===== src/rtl/sequence_builder.sv =====
// Colour-sequence memory with timed LED playback and player input check.
// Stores up to MAX_LEN random colours, shows them, then verifies presses.
module sequence_builder #(
  parameter int MAX_LEN    = 32,
  parameter int ON_CYCLES  = 25_000_000,
  parameter int OFF_CYCLES = 12_500_000
) (
  input  logic        clk,
  input  logic        reset,
  input  logic [31:0] random_num,
  input  logic        new_game,
  input  logic        extend,
  input  logic        play,
  input  logic        btn_valid,
  input  logic [1:0]  btn_color,
  output logic        led_valid,
  output logic [1:0]  led_color,
  output logic [6:0]  seq_len,
  output logic        full,
  output logic        busy,
  output logic        play_done,
  output logic        match,
  output logic        mismatch,
  output logic        round_done
);

  localparam int AW = (MAX_LEN > 1) ? $clog2(MAX_LEN) : 1;

  typedef enum logic [1:0] {
    IDLE,
    SHOW_ON,
    SHOW_OFF,
    INPUT
  } state_t;

  state_t      state, state_nxt;
  logic [6:0]  len_nxt;
  logic [6:0]  index, index_nxt;
  logic [31:0] dwell, dwell_nxt;
  logic        pd_nxt, match_nxt;
  logic        mismatch_nxt, round_nxt;
  logic        we;
  logic [1:0]  mem [MAX_LEN];
  logic [1:0]  cur;
  logic        last;
  logic        unused;

  assign unused    = ^random_num[31:2];
  assign cur       = mem[index[AW-1:0]];
  assign last      = (index == seq_len - 7'd1);
  assign full      = (seq_len == 7'(MAX_LEN));
  assign busy      = (state != IDLE);
  assign led_valid = (state == SHOW_ON);
  assign led_color = led_valid ? cur : 2'd0;

  // Memory is cleared only logically through seq_len
  always_ff @(posedge clk) begin
    if (we) begin
      mem[seq_len[AW-1:0]] <= random_num[1:0];
    end
  end

  always_ff @(posedge clk or negedge reset) begin
    if (!reset) begin
      state      <= IDLE;
      seq_len    <= 7'd0;
      index      <= 7'd0;
      dwell      <= 32'd0;
      play_done  <= 1'b0;
      match      <= 1'b0;
      mismatch   <= 1'b0;
      round_done <= 1'b0;
    end else begin
      state      <= state_nxt;
      seq_len    <= len_nxt;
      index      <= index_nxt;
      dwell      <= dwell_nxt;
      play_done  <= pd_nxt;
      match      <= match_nxt;
      mismatch   <= mismatch_nxt;
      round_done <= round_nxt;
    end
  end

  always_comb begin
    state_nxt    = state;
    len_nxt      = seq_len;
    index_nxt    = index;
    dwell_nxt    = dwell;
    pd_nxt       = 1'b0;
    match_nxt    = 1'b0;
    mismatch_nxt = 1'b0;
    round_nxt    = 1'b0;
    we           = 1'b0;
    if (new_game) begin
      state_nxt = IDLE;
      len_nxt   = 7'd0;
      index_nxt = 7'd0;
      dwell_nxt = 32'd0;
    end else begin
      unique case (state)
        IDLE: begin
          if (extend) begin
            if (!full) begin
              we      = 1'b1;
              len_nxt = seq_len + 7'd1;
            end
          end else if (play) begin
            if (seq_len == 7'd0) begin
              pd_nxt = 1'b1;
            end else begin
              index_nxt = 7'd0;
              dwell_nxt = 32'd0;
              state_nxt = SHOW_ON;
            end
          end
        end
        SHOW_ON: begin
          if (dwell == 32'(ON_CYCLES - 1)) begin
            dwell_nxt = 32'd0;
            state_nxt = SHOW_OFF;
          end else begin
            dwell_nxt = dwell + 32'd1;
          end
        end
        SHOW_OFF: begin
          if (dwell == 32'(OFF_CYCLES - 1)) begin
            dwell_nxt = 32'd0;
            if (index < seq_len - 7'd1) begin
              index_nxt = index + 7'd1;
              state_nxt = SHOW_ON;
            end else begin
              pd_nxt    = 1'b1;
              index_nxt = 7'd0;
              state_nxt = INPUT;
            end
          end else begin
            dwell_nxt = dwell + 32'd1;
          end
        end
        INPUT: begin
          if (btn_valid) begin
            unique case (1'b1)
              (btn_color == cur) && last: begin
                match_nxt = 1'b1;
                round_nxt = 1'b1;
                index_nxt = 7'd0;
                state_nxt = IDLE;
              end
              (btn_color == cur) && !last: begin
                match_nxt = 1'b1;
                index_nxt = index + 7'd1;
              end
              default: begin
                mismatch_nxt = 1'b1;
                index_nxt    = 7'd0;
                state_nxt    = IDLE;
              end
            endcase
          end
        end
        default: state_nxt = IDLE;
      endcase
    end
  end

endmodule


===== config.mk =====
export PLATFORM = sky130hd
export DESIGN_NAME = sequence_builder
export DESIGN_NICKNAME = d
export VERILOG_FILES = /design/src/rtl/sequence_builder.sv
export SDC_FILE = /design/constraint.sdc
export NUM_CORES = 1
export LEC_CHECK = 0
export ABC_AREA = 1
export CORE_UTILIZATION = 25
export DETAILED_ROUTE_END_ITERATION = 7
export PLACE_DENSITY_LB_ADDON = 0.2
export SLEW_MARGIN = 30
export SYNTH_ARGS = -nofsm -noshare
export SYNTH_HDL_FRONTEND = slang
export SYNTH_SLANG_ARGS = --single-unit
export TNS_END_PERCENT = 1

===== constraint.sdc =====
create_clock -name clk -period 4.8 [get_ports clk]
set_input_delay 0.96 -clock clk [delete_from_list [all_inputs] [get_ports clk]]
set_output_delay 0.96 -clock clk [all_outputs]
set_load 0.01 [all_outputs]

After elaboration in Yosys (flattened, before gate mapping)
Memories as Yosys holds them, arrays and structs flattened.
Cells that the tools add are included.
{"block": "word_totals", "output_inout_bits": 16, "in_bits": 40, "ramBits": 64, "mem_count": 1, "reg_bits": 52, "word_cells": 101}
{"name": "mem", "depth": 32, "width": 2, "rd": 1, "rd_clocked_by_memory_dff": 0, "wr": 1, "line_no": "43", "source": "logic [1:0] mem [MAX_LEN];"}
{"block": "op_classes", "reduce_logical": 15, "n_lt_le_gt_ge": 1, "n_addsub": 4, "muxes": 56, "n_eq_ne": 16}
{"cell": "2-to-1 mux 32 bit", "count": 6}
{"cell": "case mux 32 bit (3 select lines)", "count": 1}
{"cell": "2-to-1 mux 7 bit", "count": 12}
{"cell": "adder 32 x 1 -> 32 bit (second input constant)", "count": 1}
{"cell": "== test 32 x 24 -> 1 bit (second input constant)", "count": 1}
{"cell": "== test 32 x 25 -> 1 bit (second input constant)", "count": 1}
{"cell": "2-to-1 mux 1 bit", "count": 24}
{"cell": "case mux 7 bit (3 select lines)", "count": 1}
{"cell": "2-to-1 mux 2 bit", "count": 10}
{"cell": "inequality test 3 bit (second input constant)", "count": 6}
{"cell": "adder 7 x 1 -> 7 bit (second input constant)", "count": 2}
{"cell": "case mux 2 bit (4 select lines)", "count": 1}
{"cell": "nonzero test 4 bit", "count": 2}
{"cell": "== test 7 x 6 -> 1 bit (second input constant)", "count": 1}
{"cell": "== test 7 bit", "count": 1}
{"cell": "zero test 7 bit", "count": 1}
{"cell": "< comparator 7 bit", "count": 1}
{"cell": "AND reduction 7 bit", "count": 1}
{"cell": "subtractor 7 x 1 -> 7 bit (second input constant)", "count": 1}
{"cell": "AND reduction 6 bit", "count": 1}
{"cell": "nonzero test 2 bit", "count": 3}
{"cell": "== test 2 bit (second input constant)", "count": 2}
{"cell": "AND reduction 4 bit", "count": 1}
{"cell": "inequality test 3 x 2 -> 1 bit (second input constant)", "count": 1}
{"cell": "9 further kinds", "count": 10}

Logic depth before layout (Yosys ltp)
Gate-level depths: netlist of the first run.
{"block": "logic_depth", "word_depth": 9, "depth_mapped": 16, "depth_no_buf": 15}

Worst setup path before layout of the first run
Ideal clock, no wire load.
{"block": "synth_timing", "path_type": "register to output", "start": "register index[0]", "end": "output led_color[0]", "arrival_ns": 1.265, "setup_slack_ns": 2.575, "required_time_ns": 3.840, "n_path_buf": 2, "path_stages_with_launch": 10, "cell_sequence": "dfrtp_1 -> buf_6 -> buf_4 -> nand2_1 -> nand3_1 -> a21oi_1 -> nor2_1 -> nand2_1 -> nand2_1 -> nor2_1"}
{"block": "synth_via", "elab_chain_cells": 2}
{"element": "from (decl)", "line_no": "38", "source": "logic [6:0] index, index_nxt;"}
{"element": "from (signal assigned)", "line_no": "76", "source": "index <= index_nxt;"}
{"element": "memory read (32 x 2 bit)"}
{"element": "2-to-1 mux 2 bit", "line_no": "54", "source": "assign led_color = led_valid ? cur : 2'd0;"}
{"element": "to (decl)", "line_no": "17", "source": "output logic [1:0] led_color,"}
Every way passes these cells.

Final worst setup path of the first run
Same ends and word-level chain as after synthesis.

==> results.tsv, run 1 <==
metric	value	unit
Hold/Removal Path Class	flop to flop	
number of global-route vias before repair	5292	
Final min period	3.81	ns
# resized after CTS	0	
maximum VDD drop	0.000217	V
Layout area overhead	17.6	%
sequential share of power	35.4	%
Synth warnings	0	
clk buf depth	2	
internal power	0.00207	W
critical-path cell list	inv_1, buf_4, nand2_1, nand3_1, nand3_1, nand2_1, nor2_1, nand2_1, nand2_1, nor2_1, clkdlybuf4s50_1	
Setup TNS Final	0	ns
layout cell share with drive strength beyond 1	8.11	%
DRC Markers	0	
all-layer global routing usage	13.9	%
H-tree levels	4	
die footprint	26800	um2
CTS Sinks	116	
CP max stage delay	0.65	ns
P_sw	0.00105	W
HPWL after detailed placement	12100	um
Slew @ Worst Pin	0.892	ns
status	complete, no violations	
Chip Width	164	um
antenna violations before repair	0	
Top delay family on crit path	buffers and inverters	
startpoint types	flop	
Clock Pin Slew Worst Setup and Hold Paths	0.05	ns
setup slack after layout	0.993	ns
Crit. End Element	output pin	
LEAKAGE	3.10	nW
pre-CTS setup slack	1.36	ns
Required @ worst endpoint	3.84	ns
Cells after Synth	782	
unrepaired setup endpoints after global routing	false	
Seq cells post-synth	116	
CP max-delay cell	inv_1	
Peak Freq	263	MHz
largest fanout on the critical path	27	
synthesized area per cell	8.35	um2
Rows	58	
Detailed Routing Iterations Pass 1	4	
number of port buffers	25	
dpl cells	1124	
die height	164	um
Clk pwr share	40.4	%
Mapped Nets	841	
routability cong.	0.792	
first-pass GRT wire length	28400	um
worst path arrival time	2.85	ns
max-slew headroom at the worst pin	40.4	%
hold-fix buffers at CTS	0	
Power Total	0.00312	W
drt wl/cell	14.8	um
WS Path Type	flop to output pin	
most used cell, CP	nand2_1	
Initial Utilization	25.7	%
I/O Pins	56	
max-slew violations	0	
Worst Skew	0.0159	ns
Switching Fraction	33.7	%
PD cells	406	nW/um2
layout net count	872	
largest net degree at the start of global routing	53	
Mapped Area	6530	um2
TritonCTS clock tree	yes	
Routed WL	17100	um
CP bufs+invs	3	
post-synthesis sequential area ratio	49.3	%
DR vias/cell	4.48	
non-filler cells, final	1156	
Post-DRT Antenna Nets	0	
via count	5175	
Tcrit/Tclk final	79.3	%
initial drt markers	270	
clock root cell	clkbuf_16	
CTS buffer count	17	
n_diodes	0	
CORE AREA	25400	um2
Final Hold Fails	0	
clk_lat worst skew	0.43	ns
Yosys cell types	40	
Combinational Power Share	24.2	%
grt ovf	0	
# setup viols final	0	
postcts setup bufs	0	
Max-cap violations	0	
synth_stat cells, drive strengths merged:
master / count / area share, %
nand4: 24 / 2.3
nand3: 74 / 5.7
nor3: 36 / 3.2
a2111oi: 1 / 0.13
edfxtp: 64 / 29
clkbuf: 2 / 0.13
xnor2: 10 / 1.3
inv: 93 / 5.3
o21ai: 17 / 1.3
a211oi: 3 / 0.34
buf: 21 / 2.4
o21a: 3 / 0.34
xor2: 19 / 2.5
o211ai: 2 / 0.31
a21oi: 21 / 1.8
nand2: 189 / 11
ha: 19 / 3.6
or2: 2 / 0.19
nor4: 6 / 0.57
nor2: 120 / 7.4
a31oi: 1 / 0.096
and3: 1 / 0.096
dfrtp: 52 / 20
nor3b: 2 / 0.31
tightest hold or removal path, stage by stage, from the launching register on:
cell and delay [ns]:
dfrtp_1 0.37, nand2_1 0.06, o21ai_0 0.06
per-layer routing:
layer,share of wire [%],global-route usage (%)
met1,47,17.9
met2,48,23.0
met3,3.3,3.00
met4,1.3,4.34
met5,0,0
cell type report:
type / count / area, um2
Tap cell: 330 / 413
Inverter: 93 / 349
Multi-Input combinational cell: 550 / 2800
Clock inverter: 14 / 151
Timing Repair Buffer: 35 / 320
Sequential cell: 116 / 3220
Clock buffer: 18 / 429
Fill cell: 2750 / 17700
power by group through the flow:
stage	combinational (W)	sequential, W	clock [W]
6_report	0.000756	0.00111	0.00126
5_1_grt	0.000872	0.00111	0.00133
4_1_cts	0.000784	0.00111	0.00128
3_5_place_dp	0.000779	0.00113	0
3_3_place_gp	0.000781	0.00112	0
2_1_floorplan	0.000553	0.00112	0
layout by cell type (no fill, tap or decap), drive strengths merged:
| master | synthesis | layout |
|---|---|---|
| clkbuf | 2 | 18 |
| clkinv | 0 | 5 |
| edfxtp | 64 | 64 |
| xor2 | 19 | 19 |
| clkdlybuf4s50 | 0 | 24 |
| a21oi | 21 | 21 |
| nor3 | 36 | 36 |
| a2111oi | 1 | 1 |
| nand4 | 24 | 24 |
| clkinvlp | 0 | 2 |
| o211ai | 2 | 2 |
| ha | 19 | 19 |
| xnor2 | 10 | 10 |
| nor3b | 2 | 2 |
| and3 | 1 | 1 |
| inv | 93 | 98 |
| nand3 | 74 | 74 |
| dfrtp | 52 | 52 |
| nor4 | 6 | 6 |
| a31oi | 1 | 1 |
| nor2 | 120 | 120 |
| or2 | 2 | 2 |
| o21a | 3 | 3 |
| buf | 21 | 11 |
| nand2 | 189 | 189 |
| o21ai | 17 | 17 |
| a211oi | 3 | 3 |
| bufinv | 0 | 2 |
state kept, by name (all words and copies together), names as in the netlist:
signal and count:
dwell 32, round_done 1, mismatch 1, seq_len 7, state 2, play_done 1, mem 64, index 7
match 1
worst paths after layout:
check | slack, ns | to | cells past startpoint | startpoint
max in group asynchronous | 3.65 | index[4]$_DFFE_PN0P_ | 2 | reset
hold / removal | 0.53 | dwell[1]$_DFFE_PN0P_ | 2 | dwell[1]$_DFFE_PN0P_
setup / recovery | 0.99 | led_color[0] | 11 | index[0]$_DFFE_PN0P_
hold reg to reg | 0.53 | dwell[1]$_DFFE_PN0P_ | 2 | dwell[1]$_DFFE_PN0P_
setup reg to reg | 1.98 | mem[26][1]$_DFFE_PP_ | 7 | seq_len[0]$_DFFE_PN0P_
min in group asynchronous | 0.67 | dwell[13]$_DFFE_PN0P_ | 2 | reset
per-stage QoR:
stage / instance area (um2) / hold WS, ns / util, %
after floorplan: 6530 / 0.479 / -
after CTS: 7680 / 0.529 / 30.2
after global placement: 7100 / 0.517 / 28.0
final: 7680 / 0.529 / 30.2
after global routing: 7680 / 0.567 / 30.2
after detailed placement: 7100 / 0.515 / 28.0
cells by family (layout without fill, tap and decap cells):
family                     after synthesis  in the layout  synth area share [%]
AOI/OAI and AO/OA                       48             48                  4.31
DFF                                    116            116                  49.3
buffers and inverters                  116            160                  7.85
xor gates and xnor gates                29             29                  3.89
and+or+nand+nor                        454            454                  31.0
adders and majority gates               19             19                  3.64
No activity file was read; power rests on OpenSTA's default activity.
==> inputs of run 2 (changes only) <==
==> constraint.sdc (replaced) <==
create_clock -name clk -period 3.38 [get_ports clk]
set_input_delay 0.676 -clock clk [delete_from_list [all_inputs] [get_ports clk]]
set_output_delay 0.676 -clock clk [all_outputs]
set_load 0.01 [all_outputs]
==> results.tsv, run 2 (same netlist as run 1, synthesis figures left out) <==
metric	value	unit	change
Slew @ Worst Pin	0.577	ns	-0.316 ns
n_diodes	0		unchanged
die height	164	um	unchanged
TritonCTS clock tree	yes		
CORE AREA	25400	um2	unchanged
clk_lat worst skew	0.42	ns	about the same
Final min period	3.15	ns	
number of global-route vias before repair	5055		-4.5%
worst path arrival time	2.48	ns	-0.37 ns
most frequent cells in the layout	183 x nand2_1, 114 x nor2_1, 90 x inv_1, 73 x nand3_1, 64 x edfxtp_1		
maximum VDD drop	0.000304	V	+40%
layout net count	876		+0.46%
number of port buffers	25		unchanged
Final Util	30.6	%	+0.36 points
drt wl/cell	14.8	um	+0.33%
postcts setup bufs	0		unchanged
Crit. End Element	output pin		
Post-DRT Antenna Nets	0		unchanged
initial drt markers	261		-3.3%
unrepaired setup endpoints after global routing	false		
status	complete, no violations		
# setup viols final	0		unchanged
routability cong.	0.807		+1.9%
Setup TNS Final	0	ns	unchanged
Required @ worst endpoint	2.70	ns	-1.14 ns
Worst Skew	0.0138	ns	-0.00204 ns
Hold/Removal Path Class	input pin to async pin		
DRC Markers	0		unchanged
startpoint types	flop		
layout cell share with drive strength beyond 1	8.43	%	+0.32 points
Detailed Routing Iterations Pass 1	4		unchanged
Final Hold Fails	0		unchanged
largest fanout on the critical path	15		-44%
max reg flops	64		unchanged
I/O Pins	56		unchanged
all-layer global routing usage	13.6	%	-0.22 points
Initial Utilization	25.7	%	unchanged
antenna violations before repair	0		unchanged
grt ovf	0		unchanged
critical-path cell list	inv_1, o211ai_1, nand3_1, nand3_1, nand2_1, nand2_1, nor2_1, clkdlybuf4s50_1		
# resized after CTS	0		unchanged
first-pass GRT wire length	27700	um	-2.4%
R2R Setup Slk	0.61	ns	-1.37 ns
Routed WL	17200	um	+0.68%
die footprint	26800	um2	unchanged
WS Path Type	flop to output pin		
via count	5092		-1.6%
CP max stage delay	0.55	ns	-0.10 ns
PD cells	593	nW/um2	+46%
clock root cell	clkbuf_16		
Tcrit/Tclk final	93.3	%	
CP max-delay cell	clkdlybuf4s50_1		
max-slew headroom at the worst pin	61.5	%	+21 points
commonest non-fill, non-tap cell in the layout	nand2_1		
HPWL after detailed placement	12300	um	+1.5%
H-tree levels	4		unchanged
CTS buffer count	17		unchanged
largest net degree at the start of global routing	33		-38%
Chip Width	164	um	unchanged
DR vias/cell	4.39		-1.9%
Peak Freq	317	MHz	
max-slew violations	0		unchanged
Layout area overhead	19.0	%	
clk buf depth	2		unchanged
LEAKAGE	3.14	nW	+1.4%
Max-cap violations	0		unchanged
Clock Pin Slew Worst Setup and Hold Paths	0.06	ns	about the same
CP bufs+invs	2		-1
Top delay family on crit path	buffers and inverters		
CTS Sinks	116		unchanged
Rows	58		unchanged
hold-fix buffers at CTS	0		unchanged
## run 2: cell count changes in the layout (fill, tap and decap cells not counted)
cell / delta
buf_4: +3
clkinv_2: -3
bufinv_16: +2
inv_6: -2
buf_12: +1
clkinv_1: +1
clkinvlp_4: +1
inv_8: +1
## run 2: worst paths after layout
path                                         from                    end  depth (start not counted)
min                                         reset  dwell[13]$_DFFE_PN0P_                          1
max in group asynchronous                   reset   index[2]$_DFFE_PN0P_                          2
min in group clk             dwell[1]$_DFFE_PN0P_   dwell[1]$_DFFE_PN0P_                          2
min reg2reg                  dwell[1]$_DFFE_PN0P_   dwell[1]$_DFFE_PN0P_                          2
max                          index[1]$_DFFE_PN0P_           led_color[1]                          8
max reg2reg                seq_len[0]$_DFFE_PN0P_    mem[1][1]$_DFFE_PP_                          7
## run 2: report_power, final
group	leakage, nW	switching, W	internal [W]	total, W
Clock	0.297	0.000698	0.00124	0.00194
Combinational	1.55	0.000772	0.000327	0.00110
Sequential	1.30	0.0000371	0.00153	0.00157
Total	3.14	0.00151	0.00310	0.00461
## run 2: cell type report
cell class | instances | area [um2]
Sequential cell | 116 | 3220
Fill cell | 2800 | 17600
Clock inverter | 14 | 201
Tap cell | 330 | 413
Multi-Input combinational cell | 550 | 2800
Inverter | 93 | 349
Clock buffer | 18 | 429
Timing Repair Buffer | 39 | 363
## run 2: stage by stage
| stage | setup slack [ns] | total power, W | instance area, um2 | instances | hold WS [ns] |
|---|---|---|---|---|---|
| 6_report | 0.227 | 0.00461 | 7770 | 1160 | 0.226 |
| 5_1_grt | 0.00772 | 0.00485 | 7770 | 1160 | 0.254 |
| 4_1_cts | 0.138 | 0.00469 | 7770 | 1160 | 0.237 |
| 3_5_place_dp | 0.469 | 0.00272 | 7140 | 1128 | 0.521 |
| 3_3_place_gp | 0.502 | 0.00272 | 7140 | 1128 | 0.506 |
| 2_1_floorplan | 1.21 | 0.00238 | 6530 | 782 | 0.380 |
## run 2: worst register-to-register path, delay by kind of cell (launching register included)
family	cells	cell delay, ns
AND/OR/NAND/NOR	5	1.59
flip-flops	1	0.44
adder cells (fa/ha/maj)	1	0.27
buffers and inverters	1	0.18
## run 2: routing by layer
metal | global-route usage [%] | vias up | share of wire [%]
met3 | 3.07 | 11 | 3.1
met5 | 0 | - | 0
met4 | 3.70 | 0 | 0.96
li1 | - | 2642 | -
met2 | 23.1 | 51 | 49
met1 | 17.3 | 2388 | 47
